## src/rtl/control_pkg.sv

```systemverilog
// Shared encodings for the multicycle controller: opcodes, FSM states,
// ALU operation and ALU B-operand select codes.
package control_pkg;

    localparam logic [6:0] OPC_RTYPE  = 7'b0110011;
    localparam logic [6:0] OPC_IALU   = 7'b0010011;
    localparam logic [6:0] OPC_LOAD   = 7'b0000011;
    localparam logic [6:0] OPC_STORE  = 7'b0100011;
    localparam logic [6:0] OPC_BRANCH = 7'b1100011;

    typedef enum logic [2:0] {
        FETCH  = 3'd0,
        DECODE = 3'd1,
        EXEC   = 3'd2,
        MEM    = 3'd3,
        WB     = 3'd4,
        TRAP   = 3'd5
    } ctrlStateT;

    localparam logic [1:0] ALU_ADD   = 2'b00;
    localparam logic [1:0] ALU_SUB   = 2'b01;
    localparam logic [1:0] ALU_FUNCT = 2'b10;

    localparam logic [1:0] SRCB_REG  = 2'b00;
    localparam logic [1:0] SRCB_FOUR = 2'b01;
    localparam logic [1:0] SRCB_IMM  = 2'b10;

endpackage

```

## src/rtl/instr_class_decode.sv

```systemverilog
// Classifies a 7-bit opcode into the instruction classes the controller
// sequences; anything unrecognised is flagged illegal.
module instr_class_decode
    import control_pkg::*;
(
    input  logic [6:0] opcode,
    output logic       isR,
    output logic       isI,
    output logic       isLoad,
    output logic       isStore,
    output logic       isBranch,
    output logic       isIllegal
);

    assign isR       = (opcode == OPC_RTYPE);
    assign isI       = (opcode == OPC_IALU);
    assign isLoad    = (opcode == OPC_LOAD);
    assign isStore   = (opcode == OPC_STORE);
    assign isBranch  = (opcode == OPC_BRANCH);
    assign isIllegal = ~(isR | isI | isLoad | isStore | isBranch);

endmodule

```

## src/rtl/multicycle_control.sv

```systemverilog
// Multicycle datapath controller: FETCH/DECODE/EXEC/MEM/WB sequencing with an
// absorbing TRAP state and a retired-instruction counter.
module multicycle_control
    import control_pkg::*;
(
    input  logic        clk,
    input  logic        rst_n,
    input  logic [31:0] instruction,
    input  logic        memReady,
    output logic        pcWrite,
    output logic        pcWriteCond,
    output logic        irWrite,
    output logic        iOrD,
    output logic        memRead,
    output logic        memWrite,
    output logic        memtoReg,
    output logic        aluSrcA,
    output logic        regWrite,
    output logic        trap,
    output logic [1:0]  aluSrcB,
    output logic [1:0]  aluOp,
    output logic [2:0]  state,
    output logic [31:0] retired
);

    // Memory handshake: memRead/memWrite are held as a request; the access
    // completes in the cycle memReady is high, which is also the cycle the FSM advances.

    ctrlStateT curState, nextState;
    logic      retireInc;
    logic      isR, isI, isLoad, isStore, isBranch, isIllegal;
    logic      unusedInstrBits;

    assign unusedInstrBits = ^instruction[31:7];

    instr_class_decode u_decode (
        .opcode    (instruction[6:0]),
        .isR       (isR),
        .isI       (isI),
        .isLoad    (isLoad),
        .isStore   (isStore),
        .isBranch  (isBranch),
        .isIllegal (isIllegal)
    );

    always_ff @(posedge clk or negedge rst_n) begin
        if (!rst_n) begin
            curState <= FETCH;
            retired  <= 32'd0;
        end else begin
            curState <= nextState;
            if (retireInc)
                retired <= retired + 32'd1;
        end
    end

    assign state = curState;

    always_comb begin
        nextState   = curState;
        retireInc   = 1'b0;
        pcWrite     = 1'b0;
        pcWriteCond = 1'b0;
        irWrite     = 1'b0;
        iOrD        = 1'b0;
        memRead     = 1'b0;
        memWrite    = 1'b0;
        memtoReg    = 1'b0;
        aluSrcA     = 1'b0;
        regWrite    = 1'b0;
        trap        = 1'b0;
        aluSrcB     = SRCB_REG;
        aluOp       = ALU_ADD;

        case (curState)
            FETCH: begin
                memRead = 1'b1;
                aluSrcB = SRCB_FOUR;
                if (memReady) begin
                    irWrite   = 1'b1;
                    pcWrite   = 1'b1;
                    nextState = DECODE;
                end
            end
            DECODE: begin
                aluSrcB   = SRCB_IMM;
                nextState = isIllegal ? TRAP : EXEC;
            end
            EXEC: begin
                aluSrcA = 1'b1;
                if (isR) begin
                    aluOp     = ALU_FUNCT;
                    nextState = WB;
                end else if (isI) begin
                    aluSrcB   = SRCB_IMM;
                    aluOp     = ALU_FUNCT;
                    nextState = WB;
                end else if (isLoad || isStore) begin
                    aluSrcB   = SRCB_IMM;
                    nextState = MEM;
                end else if (isBranch) begin
                    aluOp       = ALU_SUB;
                    pcWriteCond = 1'b1;
                    retireInc   = 1'b1;
                    nextState   = FETCH;
                end else begin
                    aluSrcA   = 1'b0;
                    nextState = TRAP;
                end
            end
            MEM: begin
                iOrD     = 1'b1;
                memRead  = isLoad;
                memWrite = isStore;
                if (!(isLoad || isStore)) begin
                    iOrD      = 1'b0;
                    nextState = TRAP;
                end else if (memReady) begin
                    nextState = isLoad ? WB : FETCH;
                    retireInc = isStore;
                end
            end
            WB: begin
                regWrite  = 1'b1;
                memtoReg  = isLoad;
                retireInc = 1'b1;
                nextState = FETCH;
            end
            TRAP: begin
                trap = 1'b1;
            end
            default: begin
                nextState = TRAP;
            end
        endcase

        // Reset is asynchronous, so strobes must be silenced combinationally too.
        if (!rst_n) begin
            pcWrite     = 1'b0;
            pcWriteCond = 1'b0;
            irWrite     = 1'b0;
            iOrD        = 1'b0;
            memRead     = 1'b0;
            memWrite    = 1'b0;
            memtoReg    = 1'b0;
            aluSrcA     = 1'b0;
            regWrite    = 1'b0;
            trap        = 1'b0;
            aluSrcB     = SRCB_REG;
            aluOp       = ALU_ADD;
            retireInc   = 1'b0;
        end
    end

endmodule

```

## config.mk

```make
export PLATFORM = sky130hd
export DESIGN_NAME = multicycle_control
export DESIGN_NICKNAME = d
export VERILOG_FILES = /design/src/rtl/control_pkg.sv /design/src/rtl/instr_class_decode.sv /design/src/rtl/multicycle_control.sv
export SDC_FILE = /design/constraint.sdc
export NUM_CORES = 1
export LEC_CHECK = 0
export ABC_AREA = 1
export CAP_MARGIN = 25
export CORE_MARGIN = 1.5
export CORE_UTILIZATION = 43
export CTS_CLUSTER_DIAMETER = 80
export DETAILED_ROUTE_END_ITERATION = 10
export GPL_TIMING_DRIVEN = 0
export MAX_ROUTING_LAYER = met4
export PLACE_DENSITY = 0.79
export SLEW_MARGIN = 30
export SYNTH_ARGS = -nofsm -noshare
export SYNTH_HDL_FRONTEND = slang
export SYNTH_SLANG_ARGS = --single-unit
```

## constraint.sdc

```tcl
create_clock -name clk -period 1.7 [get_ports clk]
set_input_delay 0.34 -clock clk [delete_from_list [all_inputs] [get_ports clk]]
set_output_delay 0.34 -clock clk [all_outputs]
set_load 0.02 [all_outputs]
```

==> summary.txt, run 1 <==
Global routing
  • Vias in the first global route: 2,968
  • Initial antenna violation count: 0
  • Gr usage total: 0.261
  • Largest net degree at the start of global routing: 17
  • GRT busiest layer: met2
  • M2 GR Usage: 0.444
  • Met1 Use GR: 0.297
  • Total gr overflow: 0
  • Met3 global-route usage: 0.0516
  • First-pass GRT wire length: 13.0 mm

Logic synthesis
  • Synth Cell Area: 2700 sq um
  • Cell taking the most area after synthesis: dfrtp_1
  • Register area share after synthesis: 0.325
  • Synth async-reset ratio: 1.00
  • Post-synth EDFFs: 0
  • Top post-synthesis cells by area: dfrtp_1 (32%), nand2_1 (28%), nor2_1 (8.2%)
  • Synth Instances: 430
  • Yosys warning count: 0
  • Main flop type after synthesis: dfrtp_1
  • Avg Cell Area, Syn: 6.27 sq um
  • Netlist cell types: 28
  • Flops & latches, synth: 35
  • Yosys top cell area share: 0.325
  • Mapped Nets: 466

Worst setup path
  • Reg2Reg Depth: 9
  • Crit path launch: state[0]$_DFFE_PN0P_
  • Startpoint Class: register
  • CP endpoint kind: output port
  • Reg2reg setup slack: -0.06 ns
  • Setup CP Type: register to output port
  • Crit Path Max Fanout: 5
  • Last element of the critical path: aluSrcB[1]
  • RR Startpoint: state[0]$_DFFE_PN0P_
  • CP required: 1.36 ns
  • Worst R2R End: retired[2]$_DFFE_PN0P_
  • Crit path arrival time: 1.60 ns

Final layout
  • # nets final: 561
  • Area Overhead vs Synth: 53.8%
  • N_diodes: 0
  • Most common cell after layout, fill and taps aside: nand2_1
  • Layout cells sized above 1: 0.300
  • Most frequent cells in the layout: nand2_1 (149), nor2_1 (48), nand2_2 (46)
  • Final non-filler cell total: 601
  • Post-route core utilization: 0.693

Hold path
  • Hold Path Class: input port to async pin

Floorplanning
  • Die Span X: 82.2 um
  • Core area: 5990 sq um
  • DIE HEIGHT: 82.2 um
  • Initial Util: 0.450
  • I/O pin cnt: 84
  • Standard-cell rows: 28
  • Die area: 6760 sq um

Status
  • Failing checks: setup timing
  • Status: finished, violations left

STA
  • Slew @ Worst Pin: 0.710 ns
  • Post-layout worst setup margin: -0.239 ns
  • Final Hold Fails: 0
  • Max Fclk: 0.516 GHz
  • Setup Skew: 0.00137 ns
  • # setup viols final: 41
  • RSZ-0062 raised after global routing: yes
  • Post-layout minimum cycle time: 1.94 ns
  • Final Max Tran Viols: 0
  • Tcrit/Tclk final: 1.14
  • Slew headroom: 0.525

Clock tree
  • Number of CTS-inserted buffers: 5
  • # H-tree levels: 2
  • Clock Tree Root: clkbuf_8
  • Clock Path Buffers: 2
  • Sink Count: 35
  • TritonCTS clock tree: built
  • Worst-path clk slew: 0.07 ns
  • Worst-Skew Late Latency: 0.29 ns

Placed design
  • DP HPWL: 5.63 mm
  • Routability Congestion: 0.963
  • Port Buf Inserts: 58
  • Placed Cells: 564

Drt
  • Iter 0 DRT Violations: 443
  • Remaining routing DRC violations: 0
  • Antenna-violating nets left: 0
  • Routed vias: 3,225
  • DRT Wirelength: 8.78 mm
  • DR vias/cell: 5.37
  • Avg WL per Cell: 14.6 um
  • DRT Pass-1 Iters: 7

Power
  • Peak supply drop: 0.788 mV
  • Leakage: 2.16 nW
  • Final Power: 3.30 mW
  • Pwr Density: 795 nW/um^2

Job
  • Max_cap viols: 0
==> worst max-delay path, stage by stage, from the launching register on <==
cell and delay [ns]:
dfrtp_2 0.47, nor3_4 0.26, buf_6 0.16, o2111ai_2 0.10, a21oi_1 0.15, buf_4 0.16
==> repair_timing <==
item | CTS | global route
setup endpoints to repair | 53 | 54
setup buffers | 19 | 4
hold endpoints to repair | 16 | 0
hold buffers | 2 | 0
cloned | 1 | 3
pin swaps | 16 | 29
gates resized for setup | 139 | 95
==> layout make-up <==
| cell class | count | area [sq um] |
|---|---|---|
| clock buffers | 8 | 80.1 |
| multi-input cells | 354 | 1970 |
| repair buffers | 88 | 882 |
| inverters | 32 | 126 |
| well taps | 75 | 93.8 |
| fillers | 495 | 1840 |
| plain buffers | 9 | 115 |
| flip-flops and latches | 35 | 882 |
==> stage by stage <==
step | instance area (sq um) | setup TNS, ns | setup WS [ns] | hold slack (ns)
after global routing | 4150 | -4.40 | -0.265 | 0.0784
after CTS | 3740 | -1.03 | -0.159 | 0.0815
after floorplan | 2720 | -0.360 | -0.116 | 0.0444
after global placement | 3390 | -102.42 | -2.53 | 0.508
after detailed placement | 3410 | -20.06 | -0.933 | 0.301
final | 4150 | -2.66 | -0.239 | 0.0808
==> cells by family after synthesis <==
family | share of synthesized area
AO/OA/AOI/OAI | 0.0250
XOR/XNOR | 0.0357
adder cells (fa/ha/maj) | 0.00464
buffers and inverters | 0.0742
flip-flops | 0.325
AND/OR/NAND/NOR | 0.536
==> Yosys cell counts, types with 3 or more instances <==
library cell / count
inv_1: 29
xor2_1: 4
nand3_1: 31
nor3_1: 5
nand2_1: 198
nand2_2: 11
nand3b_1: 16
buf_4: 3
xnor2_1: 7
buf_6: 3
o21ai_0: 8
nor2_1: 59
dfrtp_1: 35
==> worst min path at each step <==
stage / endpoint / slack (ns) / cells past startpoint
CTS: retired[14]$_DFFE_PN0P_ / 0.08 / 2
floorplan: retired[0]$_DFFE_PN0P_ / 0.04 / 0
global placement: retired[31]$_DFFE_PN0P_ / 0.51 / 2
finish: retired[7]$_DFFE_PN0P_ / 0.08 / 2
detailed placement: retired[6]$_DFFE_PN0P_ / 0.30 / 1
global route: retired[7]$_DFFE_PN0P_ / 0.08 / 2
==> power breakdown <==
group          internal [mW]  switching (mW)  leakage [nW]
clock                  0.291           0.301        0.0395
combinational          0.720           0.921          1.64
sequential             0.918           0.147         0.474
==> sequential cells by signal, summed over array words and instances, names as in the netlist <==
name,count
state,3
retired,32
==> metal layers <==
metal	wire [um]	vias to the layer above
met4	238	0
li1	-	1544
met3	555	31
met5	0	-
met2	4460	164
met1	3530	1486
No activity file was read; power rests on OpenSTA's default activity.
==> inputs of run 2 (changes only) <==
--- a/config.mk
+++ b/config.mk
@@ -8,12 +8,12 @@
 export ABC_AREA = 1
 export CAP_MARGIN = 25
 export CORE_MARGIN = 1.5
-export CORE_UTILIZATION = 43
+export CORE_UTILIZATION = 51
 export CTS_CLUSTER_DIAMETER = 80
 export DETAILED_ROUTE_END_ITERATION = 10
 export GPL_TIMING_DRIVEN = 0
 export MAX_ROUTING_LAYER = met4
-export PLACE_DENSITY = 0.79
+export PLACE_DENSITY = 0.87
 export SLEW_MARGIN = 30
 export SYNTH_ARGS = -nofsm -noshare
 export SYNTH_HDL_FRONTEND = slang
==> constraint.sdc (replaced) <==
create_clock -name clk -period 2.3 [get_ports clk]
set_input_delay 0.46 -clock clk [delete_from_list [all_inputs] [get_ports clk]]
set_output_delay 0.46 -clock clk [all_outputs]
set_load 0.02 [all_outputs]
==> run 2 against run 1 <==
The run ends with hold timing, setup timing left. Power fell by 34%. Cell area decreased by 14%. Die area is 15% lower. Final cell count decreased by 5.3%. Critical path depth is 2 higher. Via count down 5.0%. Global-route usage grew 3.8 points. Sequential share of layout area grew 3.5 points. Wire length down 8.0%. Critical path type is now input port to output port. Critical endpoint is now memWrite. Largest cell class unchanged. Highest routed layer unchanged.
==> summary.txt, run 2 (same netlist as run 1, synthesis figures left out) <==
Placed design
  • Post-Place Cell Area: 3390 sq um (-0.77%)
  • Routability Congestion: 0.975 (+1.2%)
  • Port Buf Inserts: 58 (unchanged)
  • Placed Cells: 559 (-0.89%)
  • DP HPWL: 6.16 mm (+9.3%)

Global routing
  • First-pass GRT wire length: 12.6 mm (-3.3%)
  • Largest net degree at the start of global routing: 24 (+7)
  • Total gr overflow: 0 (unchanged)
  • Initial antenna violation count: 0 (unchanged)
  • Gr usage total: 0.299 (+0.0385)
  • Vias in the first global route: 2,800 (-5.7%)

Final layout
  • # nets final: 534 (-4.8%)
  • N_diodes: 0 (unchanged)
  • Area Overhead vs Synth: 31.6%
  • Largest register by flop count: retired
  • Max reg flops: 32 (unchanged)
  • Most frequent cells in the layout: nand2_1 (197), nor2_1 (52), clkdlybuf4s50_1 (43)
  • Post-route core utilization: 0.695 (+0.00268)
  • Sequential Area: 878 sq um (-0.43%)
  • Fill count: 462 (-6.7%)
  • Final Instance Area: 3550 sq um (-14%)
  • Final non-filler cell total: 569 (-5.3%)
  • Layout cells sized above 1: 0.128 (-0.172)
  • Multi-input gate area: 1680 sq um (-15%)
  • Most common cell after layout, fill and taps aside: nand2_1

STA
  • Post-layout worst setup margin: -0.0127 ns (+0.227 ns)
  • Max Fclk: 0.432 GHz
  • Post-layout minimum cycle time: 2.31 ns
  • Sum Neg Setup Slack: -0.0218 ns (+2.64 ns)
  • Final Max Tran Viols: 0 (unchanged)
  • Tcrit/Tclk final: 1.01
  • Slew @ Worst Pin: 0.545 ns (-0.166 ns)
  • Hold slack: -0.0109 ns (-0.0917 ns)
  • Setup Skew: 0.00699 ns (+0.00562 ns)
  • Final Hold Fails: 15 (+15)
  • # setup viols final: 3 (-93%)
  • Slew headroom: 0.637 (+0.112)

Drt
  • Avg WL per Cell: 14.2 um (-2.8%)
  • DRT Wirelength: 8.09 mm (-8.0%)
  • Routed vias: 3,063 (-5.0%)
  • Remaining routing DRC violations: 0 (unchanged)
  • Antenna-violating nets left: 0 (unchanged)
  • WL met2: 3.97 mm (-11%)
  • Max layer used: met4
  • DRT Pass-1 Iters: 5 (-2)
  • M1 WL: 3.44 mm (-2.7%)
  • Met3 wire len: 448 um (-19%)
  • DR vias/cell: 5.38 (+0.32%)
  • Iter 0 DRT Violations: 139 (-69%)

Worst setup path
  • RR Startpoint: retired[0]$_DFFE_PN0P_
  • Reg2reg setup slack: 0.23 ns (+0.29 ns)
  • CP endpoint kind: output port
  • Worst R2R End: retired[24]$_DFFE_PN0P_
  • Reg2Reg Depth: 10 (+1)
  • Crit Path Max Fanout: 5 (unchanged)
  • Crit path arrival time: 1.85 ns (+0.25 ns)
  • Setup CP Type: input port to output port
  • Crit path launch: instruction[6]
  • CP required: 1.84 ns (+0.48 ns)
  • Startpoint Class: input port

Clock tree
  • CTS Hold Bufs: 0 (-2)
  • Worst-Skew Late Latency: 0.30 ns (about the same)
  • Worst-path clk slew: 0.08 ns (about the same)
  • TritonCTS clock tree: built
  • Sink Count: 35 (unchanged)
  • Clock Tree Root: clkbuf_8
  • Clock Path Buffers: 2 (unchanged)
  • # H-tree levels: 2 (unchanged)
  • Number of CTS-inserted buffers: 5 (unchanged)

Power
  • Leakage: 1.66 nW (-23%)
  • Psw: 906 uW (-34%)
  • Peak supply drop: 0.538 mV (-32%)
  • Final Power: 2.19 mW (-34%)
  • Switch share: 0.414 (-0.000784)
  • Clock share of power: 0.244 (+0.064)
  • Internal: 1.28 mW (-34%)
  • Pwr Density: 616 nW/um^2 (-23%)
  • Sequential share of power: 0.364 (+0.041)
  • Combinational fraction of design power: 0.392 (-0.106)

Floorplanning
  • DIE HEIGHT: 75.7 um (-7.9%)
  • Standard-cell rows: 26 (-7.1%)
  • I/O pin cnt: 84 (unchanged)
  • Core area: 5110 sq um (-15%)
  • Die area: 5740 sq um (-15%)
  • Die Span X: 75.7 um (-7.9%)
  • Initial Util: 0.528 (+0.0779)

Job
  • Max_cap viols: 0 (unchanged)

Hold path
  • Hold Path Class: input port to async pin

Status
  • Failing checks: hold timing, setup timing
  • Status: finished, violations left
run 2: cell count changes in the layout (fill, tap and decap cells not counted), sizes merged:
cell and delta:
clkdlybuf4s50 +41, buf -29, dlygate4sd2 -29, dlymetal6s2s -7, clkbuf -4, clkdlybuf4s15 +3
dlygate4sd3 -2, bufbuf -1, clkinvlp +1
run 2: critical path: stages:
cell and delay [ns]:
clkdlybuf4s50_1 0.48, inv_2 0.14, nand3_1 0.15, nor2_2 0.19, nand2_1 0.06, nor2_1 0.09, clkdlybuf4s15_2 0.27
run 2: power by group through the flow:
stage	clock network (mW)	logic (mW)	registers, mW
after detailed placement	0	0.849	0.801
after global routing	0.553	0.927	0.807
final	0.533	0.858	0.796
after global placement	0	0.823	0.796
after floorplan	0	0.475	0.842
after CTS	0.535	0.844	0.793
run 2: what timing repair did:
action | in CTS | in global routing
endpoints found under the setup margin | 14 | 7
pin swaps | 0 | 3
setup buffers | 0 | 2
gates resized for setup | 47 | 18
run 2: routing by layer:
layer | track usage | up-vias
met2 | 0.487 | 119
met4 | 0.117 | 0
met5 | - | -
li1 | - | 1480
met1 | 0.374 | 1439
met3 | 0.0423 | 25
run 2: worst max path at each step:
stage,to,depth (start not counted)
final,memWrite,7
after global routing,memRead,9
after floorplan,memtoReg,5
after detailed placement,memtoReg,6
after global placement,memtoReg,6
after CTS,aluOp[0],8
run 2: final cells by class:
class                   instances  share of cell area
plain buffers                   9              0.0233
flip-flops and latches         35               0.247
clock inverters                 1             0.00211
inverters                      32              0.0342
well taps                      70              0.0247
multi-input cells             354               0.472
clock buffers                   7              0.0271
repair buffers                 61               0.169
run 2: stage by stage:
stage	hold slack [ns]	setup WS, ns
final	-0.0109	-0.0127
after global routing	0.00203	-0.109
after CTS	0.0144	-0.0274
after detailed placement	0.500	-0.751
after global placement	0.506	-2.24
after floorplan	0.164	0.0426
